**src/rtl/id_ex_hazard_pipe.sv**
```systemverilog
// id_ex_hazard_pipe: decode->execute->memory hazard-metadata pipeline with stall/flush handling,
// saturating event counters and a sticky stall-run watchdog.
module id_ex_hazard_pipe #(
    parameter int CNT_W     = 16,
    parameter int MAX_STALL = 8
) (
    input  logic             i_clk,
    input  logic             i_rst,
    input  logic             i_dec_valid,
    input  logic             i_dec_regwrite,
    input  logic [4:0]       i_dec_rd,
    input  logic [4:0]       i_dec_rs1,
    input  logic [4:0]       i_dec_rs2,
    input  logic [6:0]       i_dec_opcode,
    input  logic             i_stall,
    input  logic             i_flush,
    output logic             o_hold_front,
    output logic             o_ex_valid,
    output logic [4:0]       o_ex_rd,
    output logic [4:0]       o_ex_rs1,
    output logic [4:0]       o_ex_rs2,
    output logic [6:0]       o_ex_opcode,
    output logic             o_mem_valid,
    output logic [4:0]       o_mem_rd,
    output logic [6:0]       o_mem_opcode,
    output logic [CNT_W-1:0] o_stall_cnt,
    output logic [CNT_W-1:0] o_flush_cnt,
    output logic             o_stall_err
);
    localparam logic [6:0] NOP = 7'b0010011;
    localparam logic [7:0] MAX = 8'(MAX_STALL);
    typedef enum logic {RUN, STALL} state_t;
    state_t     state, state_nxt;
    logic [7:0] run, run_nxt;
    logic       bubble;
    // a flush redirects the PC, so it always overrides a stall request
    assign o_hold_front = i_stall & ~i_flush;
    assign bubble       = i_flush | i_stall;
    always_comb begin
        state_nxt = state;
        run_nxt   = run;
        case (state)
            RUN: begin
                state_nxt = o_hold_front ? STALL : RUN;
                run_nxt   = o_hold_front ? 8'd1 : 8'd0;
            end
            STALL: begin
                state_nxt = o_hold_front ? STALL : RUN;
                run_nxt   = !o_hold_front ? 8'd0 : (run == MAX) ? run : run + 8'd1;
            end
        endcase
    end
    always_ff @(posedge i_clk) begin
        if (i_rst) begin
            state       <= RUN;
            run         <= '0;
            o_stall_err <= 1'b0;
            o_stall_cnt <= '0;
            o_flush_cnt <= '0;
        end else begin
            state       <= state_nxt;
            run         <= run_nxt;
            o_stall_err <= o_stall_err | (run_nxt == MAX);
            o_stall_cnt <= (o_hold_front && o_stall_cnt != '1) ? o_stall_cnt + 1'b1 : o_stall_cnt;
            o_flush_cnt <= (i_flush && o_flush_cnt != '1) ? o_flush_cnt + 1'b1 : o_flush_cnt;
        end
    end
    always_ff @(posedge i_clk) begin
        if (i_rst) begin
            o_ex_valid   <= 1'b0;
            o_ex_rd      <= '0;
            o_ex_rs1     <= '0;
            o_ex_rs2     <= '0;
            o_ex_opcode  <= NOP;
            o_mem_valid  <= 1'b0;
            o_mem_rd     <= '0;
            o_mem_opcode <= NOP;
        end else begin
            o_ex_valid   <= bubble ? 1'b0 : i_dec_valid;
            o_ex_rd      <= (bubble || !i_dec_valid || !i_dec_regwrite) ? 5'd0 : i_dec_rd;
            o_ex_rs1     <= bubble ? 5'd0 : i_dec_rs1;
            o_ex_rs2     <= bubble ? 5'd0 : i_dec_rs2;
            o_ex_opcode  <= bubble ? NOP : i_dec_opcode;
            o_mem_valid  <= o_ex_valid;
            o_mem_rd     <= o_ex_rd;
            o_mem_opcode <= o_ex_opcode;
        end
    end
endmodule

```
**config.mk**
```make
export PLATFORM = sky130hd
export DESIGN_NAME = id_ex_hazard_pipe
export DESIGN_NICKNAME = d
export VERILOG_FILES = /design/src/rtl/id_ex_hazard_pipe.sv
export SDC_FILE = /design/constraint.sdc
export NUM_CORES = 1
export LEC_CHECK = 0
export CORE_ASPECT_RATIO = 0.5
export CORE_UTILIZATION = 41
export DETAILED_ROUTE_END_ITERATION = 7
export PLACE_DENSITY = 0.75
export SYNTH_ARGS = -nofsm -noshare
export SYNTH_HDL_FRONTEND = slang
export SYNTH_SLANG_ARGS = --single-unit
```
**constraint.sdc**
```tcl
create_clock -name i_clk -period 1.8 [get_ports i_clk]
set_input_delay 0.54 -clock i_clk [delete_from_list [all_inputs] [get_ports i_clk]]
set_output_delay 0.54 -clock i_clk [all_outputs]
set_load 0.05 [all_outputs]
```
======== After elaboration in Yosys (flattened, before gate mapping) ========
Cells that the tools add are included.
cells by class
  add/subtract/negate cells ............... 3
  $mul .................................... 0
  divide/modulo/power cells ............... 0
  magnitude comparators ................... 0
  equality and inequality tests ........... 4
  shift operators ......................... 0
  multiplexer cells ....................... 5
  bitwise operators ....................... 5
  reductions and logical operators ........ 8
operators with widths
  operator                                                               count
  16-bit by 1-bit adder with 16-bit output, second input constant        2
  16-bit != test, second input constant                                  2
  8-bit by 4-bit equality test with 1-bit output, second input constant  2
  8-bit 2-to-1 mux                                                       2
  8-bit case mux with 2 select lines                                     1
  8-bit by 1-bit adder with 8-bit output, second input constant          1
  2-bit OR reduction                                                     2
  1-bit logical AND                                                      2
  1-bit logical NOT                                                      2
  1-bit logical OR                                                       2
  1-bit 2-to-1 mux                                                       2
  1-bit NOT                                                              2
  1-bit bitwise OR                                                       2
  1-bit bitwise AND                                                      1
storage, ports and cells
  bits in registers ....................... 78
  latch bits .............................. 0
  memory bits (writable) .................. 0
  bits in read-only memories .............. 0
  output and inout bits ................... 70
  memories ................................ 0

======== Depth between registers and ports, before layout ========
Gate-level depths: netlist (run 1).
  depth in word-level cells ............... 6
  mapped depth ............................ 7
  depth with buffers taken out ............ 7

======== Worst setup path after synthesis (run 1) ========
Ideal clock, no wire load.
  kind .................................... register -> register
  start ................................... register o_stall_cnt[0]
  end ..................................... register o_stall_cnt[11]
  arrival ................................. 2.138 ns
  data required time ...................... 1.672 ns
  slack ................................... -0.465 ns
  cell stages (with the launch flop) ...... 7
  clock period less this slack ............ 2.265 ns
  cell sequence ........................... dfxtp_1 ha_1 nand3_1 nor4_1 nor4b_1 xnor2_1 nor2_1
on the way
  word-level cells in the longest chain between the ends .. 2
  elaborated cells on any way between the ends .. 3
ends and longest elaborated chain
  what                                                                              RTL line  text
  start: declaration                                                                26        output logic [CNT_W-1:0] o_stall_cnt,
  start signal: assignment                                                          64        o_stall_cnt <= (o_hold_front && o_stall_cnt != '1) ? o_stall_cnt + 1'b1 : o_stall_cnt;
  branches (longest 2 deep; another with 16-bit by 1-bit adder with 16-bit output)  -
Several ways; the timed one is not identified.
A chain may end at the register's enable or synchronous reset.

======== Final worst setup path (run 1) ========
  start ................................... register run[0]
  end ..................................... register o_stall_err
on the way
  word-level cells in the longest chain between the ends .. 6
  elaborated cells on any way between the ends .. 7
ends and longest elaborated chain
  what                                                                                                      RTL line  text
  start: declaration                                                                                        34        logic [7:0] run, run_nxt;
  start signal: assignment                                                                                  62        run <= run_nxt;
  8-bit by 1-bit adder with 8-bit output or 8-bit by 4-bit equality test with 1-bit output (tied branches)  49        run_nxt = !o_hold_front ? 8'd0 : (run == MAX) ? run : run + 8'd1;
  8-bit 2-to-1 mux (*) (2 in series)                                                                        49
  8-bit case mux with 2 select lines (*)                                                                    42        case (state)
  8-bit by 4-bit equality test with 1-bit output (*)                                                        63        o_stall_err <= o_stall_err | (run_nxt == MAX);
  1-bit bitwise OR (*)                                                                                      63
  end signal: assignment                                                                                    63
  end: declaration                                                                                          28        output logic o_stall_err
Mark *: on every way between the ends. The rest lies on a longest branch, timed or not.

==> flow_summary.toml, run 1 <==
[status]
status = "complete, but fails checks"
violations = "setup timing"

[clocking]
numClockSinks = 78
clk_pin_slew_worst_paths_ns = 0.06
cts_buffers = 9
clk_latency_ns = 0.34
htreeDepth = 3
cts_tree = "built"
cts_buffer_depth = 2
clock-root-buffer = "clkbuf_16"

[placement]
gp_congestion = 0.8809
pre_cts_slack_ns = -0.2801
dp_hpwl_mm = 5.567
portBuffers = 97

[synthesis]
synth_seq_cells = 78
synth.area.top_cells = "dfxtp_1 52%, xnor2_1 5.2%, and2_1 4.8%"
yosysMostFrequentCell = "dfxtp_1"
synthArstFlopShare = 0
postSynthAreaPerCell_sq_um = 9.578
syn-cell-area_sq_um = 3027
yosysTopAreaCellShare = 0.5159
synth_ff_type = "dfxtp_1"
synth_commonest_cells = "78 x dfxtp_1, 36 x nor2_1, 23 x and2_1, 18 x xnor2_1, 13 x nand2_1"
yosysTopAreaCell = "dfxtp_1"
yosys_warnings = 0
ys_seq_area_frac = 0.5159
synth_edf_count = 0
synth_fp_nets = 348
netlist_instances = 316
synth.distinct_cells = 42

[pwr]
ir_drop_v = 0.0006588
power.share.sequential = 0.445
p_sw_uw = 873.7
leakagePower_uw = 0.002000
swShare = 0.2211
power_frac_clock = 0.473
p_int_uw = 3079
powerDensity_nw_per_um2 = 793.9
comb_power_share = 0.082

[floorplan]
die_w_um = 123.5
core_sq_um = 6910
fp-row-count = 21
io_pins = 98
die_area_sq_um = 7751
start_util = 0.4380
fp.dieH_um = 62.76

[route]
post_drt_wl_per_cell_um = 13.79
drc = 0
vias = 2706
drtAntennaViolNets = 0
routed_wl_mm = 7.541
drt_iter0_drc = 105
vias_per_cell = 4.947
firstDrtPassIters = 4

[layout]
multiInputGateArea_sq_um = 1488
seqCellArea_sq_um = 1605
syn2layout_area_growth_pct = 64.49
final_core_util = 0.7204
n_antenna_cell = 0
fin_nets = 482
drive_gt1_frac = 0.3758
fill_cells = 503

[sta]
drv_slew = 0
fin_crit_sh = 1.025
final_hold_viol_count = 0
fmax_ghz = 0.5421
fin_worst_skew_ns = 0.006242
hold_slack_ns = 0.4588
relSlewSlack = 0.7438
fin_ws_ns = -0.04460
grt_setup_unrepaired = "true"
fin_setup_tns_ns = -0.04460
finalCriticalPeriod_ns = 1.845
finalSetupViolCount = 1
worst_pin_slew_ns = 0.3814

[global_routing]
grt_pass1_wl_mm = 12.33
grtUsageTotal = 0.2096
antenna_found_initial = 0
gr-total-overflow = 0
grt_pass1_vias = 2646
grt_max_degree = 27

[critical_path]
start_kind = "register"
worstSetupEndpointType = "register"
cp_max_fo = 3
crit_arrival_ns = 2.08
worstSetupPathType = "reg -> reg"
crit_required_ns = 2.03

[worst_hold_path]
hold_path_class = "reg -> reg"

[job]
drv_cap = 0
-- power groups by stage --
stage | sequential [uW] | combinational (uW) | clock (uW)
floorplan | 1880 | 66.6 | 0
global placement | 1800 | 309 | 0
detailed placement | 1800 | 314 | 0
CTS | 1760 | 324 | 1910
global route | 1760 | 340 | 1990
finish | 1760 | 322 | 1870
-- layout make-up --
class / instances / area share
inverters: 4 / 0.003770
well taps: 92 / 0.02312
repair buffers: 134 / 0.2870
clock inverters: 3 / 0.004021
clock buffers: 13 / 0.06082
multi-input cells: 223 / 0.2988
flip-flops and latches: 78 / 0.3224
-- stage by stage --
step | total power, uW | area [sq um] | instances
final | 3952 | 4979 | 547
after global routing | 4091 | 4979 | 547
after CTS | 3990 | 4972 | 547
after detailed placement | 2112 | 4612 | 527
after global placement | 2106 | 4612 | 527
after floorplan | 1947 | 3167 | 316
-- metal layers --
| layer | vias to the layer above | part of all wire | global-route usage |
|---|---|---|---|
| li1 | 1363 | - | - |
| met1 | 1273 | 0.40 | 0.2275 |
| met2 | 60 | 0.54 | 0.3694 |
| met3 | 10 | 0.047 | 0.08212 |
| met4 | 0 | 0.015 | 0.07380 |
| met5 | - | 0 | 0 |
-- registers in the layout, indices dropped and copies added, names as in the netlist, 5 cells and up --
signal        count
o_ex_rs1          5
o_flush_cnt      16
o_mem_opcode      7
o_mem_rd          5
o_ex_opcode       7
o_stall_cnt      16
o_ex_rd           5
o_ex_rs2          5
run               8
-- placed cells by master, fill, tap and decap left out, drive strengths merged, types with 12 or more instances in the layout --
cell type / n
clkbuf: 13
nand3: 12
and2: 23
dfxtp: 78
nor2: 36
clkdlybuf4s50: 25
xnor2: 18
nand2: 13
buf: 107
-- path summary, 6_finish.rpt --
| check | startpoint | end | slack, ns | cells past startpoint |
|---|---|---|---|---|
| worst min-delay path | o_ex_opcode[5]$_SDFF_PP0_ | o_mem_opcode[5]$_SDFF_PP0_ | 0.46 | 1 |
| worst min register to register | o_ex_opcode[5]$_SDFF_PP0_ | o_mem_opcode[5]$_SDFF_PP0_ | 0.46 | 1 |
| worst max-delay path | run[0]$_SDFF_PP0_ | o_stall_err$_SDFF_PP0_ | -0.04 | 7 |
| worst max register to register | run[0]$_SDFF_PP0_ | o_stall_err$_SDFF_PP0_ | -0.04 | 7 |
-- timing repair --
action                     in CTS  in global routing
resized for setup               5                  2
setup endpoints to repair       2                  3
pin swaps                       2                  1
buffers inserted                4                  0
hold buffers                    0                  0
-- worst max-delay path: stages (launching register included) --
cell     delay [ns]
dfxtp_1        0.31
inv_1          0.06
ha_1           0.13
or3b_4         0.38
or2_4          0.28
mux2i_2        0.16
o211a_1        0.21
a32o_1         0.21
-- kinds of logic after synthesis --
logic type / share of synthesized area
AND/OR/NAND/NOR: 0.2836
flip-flops: 0.5159
AO/OA/AOI/OAI: 0.06821
XOR/XNOR: 0.08392
buffers and inverters: 0.02191
adder cells (fa/ha/maj): 0.01654
multiplexers: 0.009922
(Power assumes the default switching activity.)
==> inputs of run 2 (changes only) <==
--- a/config.mk
+++ b/config.mk
@@ -6,9 +6,10 @@
 export NUM_CORES = 1
 export LEC_CHECK = 0
 export CORE_ASPECT_RATIO = 0.5
-export CORE_UTILIZATION = 41
+export CORE_UTILIZATION = 49
 export DETAILED_ROUTE_END_ITERATION = 7
-export PLACE_DENSITY = 0.75
+export MAX_ROUTING_LAYER = met4
+export PLACE_DENSITY = 0.84
 export SYNTH_ARGS = -nofsm -noshare
 export SYNTH_HDL_FRONTEND = slang
 export SYNTH_SLANG_ARGS = --single-unit
==> constraint.sdc (replaced) <==
create_clock -name i_clk -period 2.4 [get_ports i_clk]
set_input_delay 0.72 -clock i_clk [delete_from_list [all_inputs] [get_ports i_clk]]
set_output_delay 0.72 -clock i_clk [all_outputs]
set_load 0.05 [all_outputs]
==> flow_summary.toml, run 2 (synthesis results as in run 1) <==
[critical_path]
crit_arrival_ns = 1.62
critPathBufInv = 1
critPathTopFamily = "buffers and inverters"
path_cells = "clkdlybuf4s50_1"
crit_required_ns = 1.68
cp_max_fo = 6
worstSetupPathType = "reg -> out"
start_kind = "register"
slowest_delay_ns = 0.85
cp_slowest_cell = "clkdlybuf4s50_1"
worstSetupEndpointType = "output port"

[placement]
dp.cells = 484
gp_congestion = 0.8348
dp_hpwl_mm = 5.194
portBuffers = 97

[clocking]
clk_latency_ns = 0.33
cts_buffer_depth = 2
cts_hold_buf = 0
clock-root-buffer = "clkbuf_16"
cts_buffers = 9
numClockSinks = 78
cts_tree = "built"
htreeDepth = 3
clk_pin_slew_worst_paths_ns = 0.06

[route]
post_drt_wl_per_cell_um = 14.68
vias = 2689
firstDrtPassIters = 4
vias_per_cell = 5.367
routed_wl_mm = 7.357
drc = 0
drtAntennaViolNets = 0
drt_iter0_drc = 135

[sta]
grt_setup_unrepaired = "false"
finalSetupViolCount = 0
final_hold_viol_count = 0
finalCriticalPeriod_ns = 2.342
worst_pin_slew_ns = 0.5371
fin_crit_sh = 0.9760
relSlewSlack = 0.6374
fin_setup_tns_ns = 0
fin_worst_skew_ns = 0.004668
drv_slew = 0
fmax_ghz = 0.4269
hold_slack_ns = 0.4418

[global_routing]
grt_pass1_vias = 2601
gr-total-overflow = 0
grt_pass1_wl_mm = 11.96
grt_max_degree = 27
antenna_found_initial = 0
grtUsageTotal = 0.2503

[floorplan]
io_pins = 98
fp-row-count = 19
core_sq_um = 5705
start_util = 0.5305
fp.dieH_um = 57.58
die_area_sq_um = 6514
die_w_um = 113.1

[pwr]
ir_drop_v = 0.0004769
power.share.sequential = 0.455
power.total_uw = 2917
swShare = 0.2216
powerDensity_nw_per_um2 = 657.2
power_frac_clock = 0.473
p_int_uw = 2270
comb_power_share = 0.072
p_sw_uw = 646.4
leakagePower_uw = 0.001624

[status]
status = "completed"

[layout]
drive_gt1_frac = 0.08879
largestRegisters = "o_flush_cnt: 16 flops, o_stall_cnt: 16 flops, run: 8 flops"
layout_common_cells = "95 x clkdlybuf4s50_1, 78 x dfxtp_1, 36 x nor2_1"
n_antenna_cell = 0
final_common_cell = "clkdlybuf4s50_1"
final_core_util = 0.7779
fin_nets = 455
fin_cells = 501
syn2layout_area_growth_pct = 46.63

[worst_hold_path]
hold_path_class = "reg -> reg"

[job]
drv_cap = 0
run 2: cell count changes in the layout (fill, tap and decap cells not counted), sizes merged:
| cell | delta |
|---|---|
| buf | -96 |
| clkdlybuf4s50 | +70 |
| bufinv | +1 |
| clkbuf | -2 |
| dlymetal6s2s | +1 |
| clkinvlp | +1 |
| dlygate4sd2 | -2 |
run 2: power groups by stage:
| stage | Combinational (uW) | Sequential (uW) | Clock [uW] |
|---|---|---|---|
| finish | 210 | 1330 | 1380 |
| global route | 222 | 1330 | 1460 |
| CTS | 212 | 1330 | 1400 |
| detailed placement | 208 | 1360 | 0 |
| global placement | 205 | 1350 | 0 |
| floorplan | 47.0 | 1410 | 0 |
run 2: path summary, 6_finish.rpt:
path | start | endpoint | slack (ns) | depth (start not counted)
setup / recovery | o_stall_cnt[13]$_SDFFE_PP0P_ | o_stall_cnt[13] | 0.06 | 1
hold / removal | o_ex_opcode[4]$_SDFF_PP1_ | o_mem_opcode[4]$_SDFF_PP1_ | 0.44 | 1
hold reg to reg | o_ex_opcode[4]$_SDFF_PP1_ | o_mem_opcode[4]$_SDFF_PP1_ | 0.44 | 1
setup reg to reg | run[0]$_SDFF_PP0_ | o_stall_err$_SDFF_PP0_ | 0.27 | 7
run 2: per-layer routing:
metal / vias up / global-route usage / wire, um
met5: - / - / 0
met4: 0 / 0.1128 / 131
met3: 14 / 0.07970 / 427
met2: 91 / 0.4294 / 3732
met1: 1276 / 0.2699 / 3065
li1: 1308 / - / -
run 2: final cells by class:
class	count	area, sq um
clock buffer	11	252.7
clock inverter	5	56.30
fill	370	1267
inverter	4	18.77
multi-input combinational	223	1399
sequential	78	1562
tap	73	91.34
timing repair buffer	107	1059
run 2: what timing repair did:
action                     CTS  global route
setup endpoints to repair    1             1
buffers inserted             1             0
gates resized for setup      1             1
run 2: metrics by stage:
stage          cell area (sq um)  setup WS (ns)
2_1_floorplan               3027         0.1152
3_3_place_gp                4115      -0.006964
3_5_place_dp                4115       -0.08247
4_1_cts                     4436        0.03662
5_1_grt                     4438       0.006491
6_report                    4438        0.05768
